--- src/rtl/booth_accum.sv ---
// booth_accum
//   Accumulates groups of TERMS signed products from a sequential Booth
//   multiplier and presents each completed sum on a valid/ready output.
//   The block owns the multiplier's enable so that a stalled output side
//   throttles the multiplier rather than losing products.
//
// Parameters
//   WIDTH  multiplier operand width (product is 2*WIDTH bits, signed)
//   TERMS  products per group, 2..256
//   ACC_W  accumulator / output width, >= 2*WIDTH
//
// Ports
//   clk         rising-edge clock
//   rst_n       synchronous active-low reset
//   prod_valid  multiplier done pulse
//   prod        signed product from the multiplier
//   clear       synchronous abort of the group in progress
//   mult_en     multiplier enable (low while stalled)
//   acc_valid   acc_data holds a completed sum
//   acc_data    completed signed sum
//   out_ready   downstream accepts acc_data
//   drop        sticky: a product arrived while stalled
//   sat         sticky: an add saturated (only with ACC_SAT_EN)
//
// Build option
//   ACC_SAT_EN  when defined, every add saturates to the ACC_W-bit signed
//               range and the sticky sat port exists; otherwise adds wrap.

module booth_accum #(
    parameter int WIDTH = 8,
    parameter int TERMS = 4,
    parameter int ACC_W = 2*WIDTH+4
) (
    input  logic               clk,
    input  logic               rst_n,
    input  logic               prod_valid,
    input  logic [2*WIDTH-1:0] prod,
    input  logic               clear,
    output logic               mult_en,
    output logic               acc_valid,
    output logic [ACC_W-1:0]   acc_data,
    input  logic               out_ready,
    output logic               drop
`ifdef ACC_SAT_EN
    ,
    output logic               sat
`endif
);

    localparam int CNT_W = (TERMS > 1) ? $clog2(TERMS) : 1;
    localparam logic [CNT_W-1:0] LAST = CNT_W'(TERMS-1);

    typedef enum logic {
        RUN,
        STALL
    } state_t;

    state_t                  state;
    logic signed [ACC_W-1:0] acc;
    logic signed [ACC_W-1:0] prod_ext;
    logic signed [ACC_W-1:0] sum;
    logic [CNT_W-1:0]        cnt;
    logic [ACC_W-1:0]        obuf;
    logic                    xfer;

    // Sign-extend the product to the accumulator width.
    assign prod_ext = ACC_W'($signed(prod));

    assign xfer     = acc_valid && out_ready;
    assign mult_en  = (state == RUN);
    assign acc_data = obuf;

`ifdef ACC_SAT_EN
    localparam logic signed [ACC_W-1:0] SAT_MAX = {1'b0, {(ACC_W-1){1'b1}}};
    localparam logic signed [ACC_W-1:0] SAT_MIN = {1'b1, {(ACC_W-1){1'b0}}};

    logic signed [ACC_W:0] sum_wide;
    logic                  ovf;

    // One guard bit: overflow shows up as the top two bits disagreeing,
    // and the guard bit then gives the direction to clamp towards.
    always_comb begin
        sum_wide = {acc[ACC_W-1], acc} + {prod_ext[ACC_W-1], prod_ext};
        ovf      = sum_wide[ACC_W] != sum_wide[ACC_W-1];
        if (!ovf) begin
            sum = sum_wide[ACC_W-1:0];
        end else if (sum_wide[ACC_W]) begin
            sum = SAT_MIN;
        end else begin
            sum = SAT_MAX;
        end
    end
`else
    assign sum = acc + prod_ext;
`endif

    always_ff @(posedge clk) begin
        if (!rst_n) begin
            state     <= RUN;
            acc       <= '0;
            cnt       <= '0;
            obuf      <= '0;
            acc_valid <= 1'b0;
            drop      <= 1'b0;
`ifdef ACC_SAT_EN
            sat       <= 1'b0;
`endif
        end else begin
            // A transfer empties the slot unless a load below refills it.
            if (xfer) begin
                acc_valid <= 1'b0;
            end

            if (clear) begin
                // Group state is discarded; the output slot and any
                // transfer this cycle carry on untouched.
                acc   <= '0;
                cnt   <= '0;
                state <= RUN;
                drop  <= 1'b0;
`ifdef ACC_SAT_EN
                sat   <= 1'b0;
`endif
            end else begin
                case (state)
                    RUN: begin
                        if (prod_valid) begin
`ifdef ACC_SAT_EN
                            if (ovf) begin
                                sat <= 1'b1;
                            end
`endif
                            if (cnt == LAST) begin
                                cnt <= '0;
                                if (!acc_valid || xfer) begin
                                    obuf      <= sum;
                                    acc_valid <= 1'b1;
                                    acc       <= '0;
                                end else begin
                                    // Slot still occupied: park the sum
                                    // in acc and hold off the multiplier.
                                    acc   <= sum;
                                    state <= STALL;
                                end
                            end else begin
                                acc <= sum;
                                cnt <= cnt + 1'b1;
                            end
                        end
                    end

                    STALL: begin
                        if (prod_valid) begin
                            drop <= 1'b1;
                        end
                        if (xfer) begin
                            obuf      <= acc;
                            acc_valid <= 1'b1;
                            acc       <= '0;
                            state     <= RUN;
                        end
                    end

                    default: begin
                        state <= RUN;
                    end
                endcase
            end
        end
    end

endmodule

--- config.mk ---
export PLATFORM = sky130hd
export DESIGN_NAME = booth_accum
export DESIGN_NICKNAME = d
export VERILOG_FILES = /design/src/rtl/booth_accum.sv
export SDC_FILE = /design/constraint.sdc
export NUM_CORES = 1
export LEC_CHECK = 0
export CORE_MARGIN = 1.5
export CORE_UTILIZATION = 58
export DETAILED_ROUTE_END_ITERATION = 10
export GPL_TIMING_DRIVEN = 0
export PLACE_DENSITY = 0.94
export SYNTH_ARGS = -nofsm -noshare
export SYNTH_HDL_FRONTEND = slang
export SYNTH_SLANG_ARGS = --single-unit
export TNS_END_PERCENT = 10
--- constraint.sdc ---
create_clock -name clk -period 5.4 [get_ports clk]
set_input_delay 0.81 -clock clk [delete_from_list [all_inputs] [get_ports clk]]
set_output_delay 0.81 -clock clk [all_outputs]
set_load 0.03 [all_outputs]
== Yosys cells after proc, flatten, opt, wreduce, memory -nomap -nowiden ==
Index checks and enable logic that the tools add are counted.
Widths: inputs -> output; s select.

* Add/sub/neg operators: 2
* Multipliers: 0
* Divide/modulo/power cells: 0
* Magnitude comparators: 0
* Equal/unequal tests: 5
* Shift-type cells: 0
* Multiplexer cells: 23
* Bitwise operators: 3
* Reductions and logical operators: 8

{| class="wikitable"
|+ Operator list
! operator !! number
|-
| $mux 20 || 8
|-
| $pmux 20 s2 || 2
|-
| $add 20x16->20 || 1
|-
| $mux 1 || 10
|-
| $ne 2x1->1 const B || 3
|-
| $reduce_and 2->1 || 3
|-
| $reduce_and 5->1 || 1
|-
| $pmux 1 s2 || 2
|-
| $not 1->1 || 3
|-
| $add 2x1->2 const B || 1
|-
| $eq 2x2->1 const B || 1
|-
| $mux 2 || 1
|-
| $ne 2x2->1 const B || 1
|-
| $reduce_or 2->1 || 1
|-
| $logic_and 1x1->1 || 1
|-
| $logic_not 1->1 || 1
|-
| $logic_or 1x1->1 || 1
|}

* Flip-flop bits (word level): 45
* Latch bits: 0
* Memory bits (writable): 0
* Memory bits (read-only): 0
* Input port bits: 21
* Output and inout bits: 23
* Memories kept: 0

== Longest topological paths before layout ==
* Word-level depth: 7
* Gate-level depth with buffers: 9

== Worst setup path before layout ==
No wires, ideal clock.

* Path kind: input -> register
* From: input prod[0]
* To: register obuf[12] (netlist: acc_data[12])
* Library setup time: 0.074 ns
* Data arrival time: 2.755 ns
* Required time: 5.326 ns
* Path slack: 2.571 ns
* Stages: 9
* Buffers on the path: 0
* Path through: ha_1 fa_1 a21oi_1 o211ai_1 a2111o_1 a41o_2 xor2_1 nand2_1 a31oi_1

* Cells in the longest elaborated chain, start to end: 5

{| class="wikitable"
|+ Ends and longest elaborated chain
! what !! line !! source
|-
| start: declaration || 37 || <nowiki>input logic [2*WIDTH-1:0] prod,</nowiki>
|-
| $add 20x16->20 || 94 || <nowiki>assign sum = acc + prod_ext;</nowiki>
|-
| $mux 20 || 135 || <nowiki>if (!acc_valid || xfer) begin</nowiki>
|-
| $mux 20 || 133 || <nowiki>if (cnt == LAST) begin</nowiki>
|-
| $mux 20 || 127 || <nowiki>if (prod_valid) begin</nowiki>
|-
| $pmux 20 s2 || 125 || <nowiki>case (state)</nowiki>
|-
| end signal: assignment || 136 || <nowiki>obuf <= sum;</nowiki>
|-
| end: declaration || 63 || <nowiki>logic [ACC_W-1:0] obuf;</nowiki>
|}

No other way between the ends. The select of a mux whose other input is x is not followed.
A chain may end at the register's enable or synchronous reset.

== Worst setup path in the final report ==
Same ends and word-level chain as after synthesis.

==> out/metrics.yaml <==
ant_nets: 0
cts_sinks: 45
diodes: 0
fillers: 366
synth_cell_types: 51
synthesis.nets: 374
start_util_pct: 61.8
maxSlewHeadroom_pct: 58.8
htree_levels: 2
antenna_found_initial: 0
worstSetupPathType: "input port to register"
cts_setup_buffers: 0
fin_cells: 433
place.gp.congestion: 0.954
routed_wl_um: 7190
yosys_most_used_dff: "dfxtp_1"
max_clock_freq_ghz: 0.310
cts_root_buffer: "clkbuf_8"
setup_tns_ns: 0
clockBufferDepth: 2
cpPeakStageDelay_ns: 0.42
hold_buffers: 0
hold_class: "register to register"
worstMarginPinSlew_ns: 0.618
fin_crit_ns: 3.23
maxCapViolations: 0
vias: 2751
hold_ws_ns: 0.485
nets: 423
layout_commonest_cell: "dfxtp_1"
dp_cells: 426
worst-path-buf-inv: 1
coreArea_um2: 4470
die_y_um: 72.0
synth_area_um2: 2760
rsz0062_at_grt: "no"
maxSlewViolCount: 0
cts_resized: 0
outcome: "complete, no violations"
fin_worst_skew_ns: 0.00789
clk_pin_slew_ns: 0.08
drc: 0
grt_first_pass_wirelength_um: 11700
grt_max_degree: 13
synth_area_per_cell_um2: 8.33
setup_viol: 0
drive_above_1_share_pct: 5.25
cp_top_family: "compound AO/OA/AOI/OAI gates"
path_cells: "clkdlybuf4s50_1 > ha_1 > fa_1 > a21oi_1 > o211ai_1 > a2111o_1 > a41o_2 > xor2_1 > nand2_1 > a31oi_1"
ios: 44
post-place-ws_ns: 1.92
synth_warnings: 0
drtIter0Drc: 282
overflow: 0
die_w_um: 72.0
synth_seq_area_share_pct: 32.6
numCtsBuffers: 5
worstPathArrival_ns: 3.47
p_leak_nw: 1.50
ys_ff_latch: 45
firstDrtPassIters: 4
grt_pass1_vias: 2666
clk_latency_ns: 0.31
syn_inst: 332
finalPower_mw: 0.714
die_area_um2: 5190
grt_use_total_pct: 28.6
rows: 24
synthToLayoutAreaGrowth_pct: 20.7
viasPerCell: 6.35
routedWlPerCell_um: 16.6
powerDensity_nw_per_um2: 214
timing.final.ws_setup_ns: 2.17
end_kind: "register"
port_buffers: 42
layout_common_cells: "dfxtp_1, nand2_1, clkdlybuf4s50_1"
cts_tree: "done"
critPathLaunchType: "input port"
cp.required_ns: 5.64
place_hpwl_um: 5370
synth_edf_count: 0
max-vdd-ir-drop_v: 0.000180
async_flop_share_pct: 0
crit_fanout: 3
slowest_stage: "a2111o_1"
period_share_pct: 59.8
final-hold-violation-count: 0
==> tightest hold or removal path: cells and delay by family (launching register included) <==
| kind | cells | cell delay [ns] |
|---|---|---|
| AOI/OAI and AO/OA | 1 | 0.05 |
| and+or+nand+nor | 1 | 0.06 |
| DFF | 1 | 0.33 |
==> state kept, by name, indices dropped and copies added, names as in the netlist <==
name,flops
cnt,2
acc_valid,1
acc,20
acc_data,20
state,1
drop,1
==> synthesized netlist by cell type, types with 2 or more instances <==
library cell,number,area (µm²)
dfxtp_1,45,901
nand2_1,42,158
nor2_1,27,101
o21ai_0,22,110
a21oi_1,21,105
ha_1,20,250
a31oi_1,10,62.6
a21o_1,9,67.6
a22o_1,9,78.8
nor2b_1,9,56.3
xnor2_1,9,78.8
clkbuf_1,8,30.0
a22oi_1,7,52.6
mux2i_1,7,70.1
o211a_1,7,70.1
xor2_1,7,61.3
inv_1,6,22.5
nand3_1,6,30.0
o211ai_1,6,45.0
buf_2,5,25.0
buf_1,4,15.0
nand4_1,4,25.0
and2_1,3,18.8
and3_1,3,18.8
nor3_1,3,15.0
a211oi_1,2,15.0
a221o_1,2,20.0
a221oi_1,2,17.5
a221oi_2,2,30.0
a2bb2oi_1,2,17.5
o21a_1,2,15.0
or3_1,2,12.5
==> final cells by class <==
type	count	area (µm²)	share of cell area [%]
buffer	17	70.1	2.10
clock buffer	7	86.3	2.59
inverter	6	22.5	0.675
multi-input combinational	264	1770	53.1
sequential	45	901	27.0
tap	52	65.1	1.95
timing repair buffer	42	420	12.6
==> per-layer routing <==
layer	vias up	part of all wire, %	GRT usage [%]
met5	-	0	0
met4	0	3.4	16.6
met3	29	6.7	5.00
met2	115	48	48.7
met1	1289	41	34.0
li1	1318	-	-
==> worst paths after layout <==
path	from	endpoint	slack (ns)	cells after the start
min	acc[14]	acc[14]	0.48	2
max reg2reg	acc[0]	acc_data[12]	2.78	9
min reg2reg	acc[14]	acc[14]	0.48	2
max	prod[0]	acc_data[12]	2.17	10
==> report_power, final <==
part | switching, mW | internal, mW
Combinational | 0.0815 | 0.0663
Sequential | 0.00938 | 0.342
Clock | 0.113 | 0.102
==> metrics by stage <==
| step | instance area (µm²) | utilization [%] |
|---|---|---|
| 5_1_grt | 3340 | 74.6 |
| 3_5_place_dp | 3250 | 72.6 |
| 2_1_floorplan | 2760 | - |
| 6_report | 3340 | 74.6 |
| 4_1_cts | 3340 | 74.6 |
| 3_3_place_gp | 3250 | 72.6 |
==> cell families (layout without fill, tap and decap cells) <==
group,Yosys count,in the layout,synth area share [%]
adder cells (fa/ha/maj),21,21,9.78
buffers and inverters,23,72,3.35
multiplexers,7,7,2.54
flip-flops,45,45,32.6
AND/OR/NAND/NOR,104,104,17.1
XOR/XNOR,16,16,5.07
AO/OA/AOI/OAI,116,116,29.6
No activity file was read; power rests on OpenSTA's default activity.
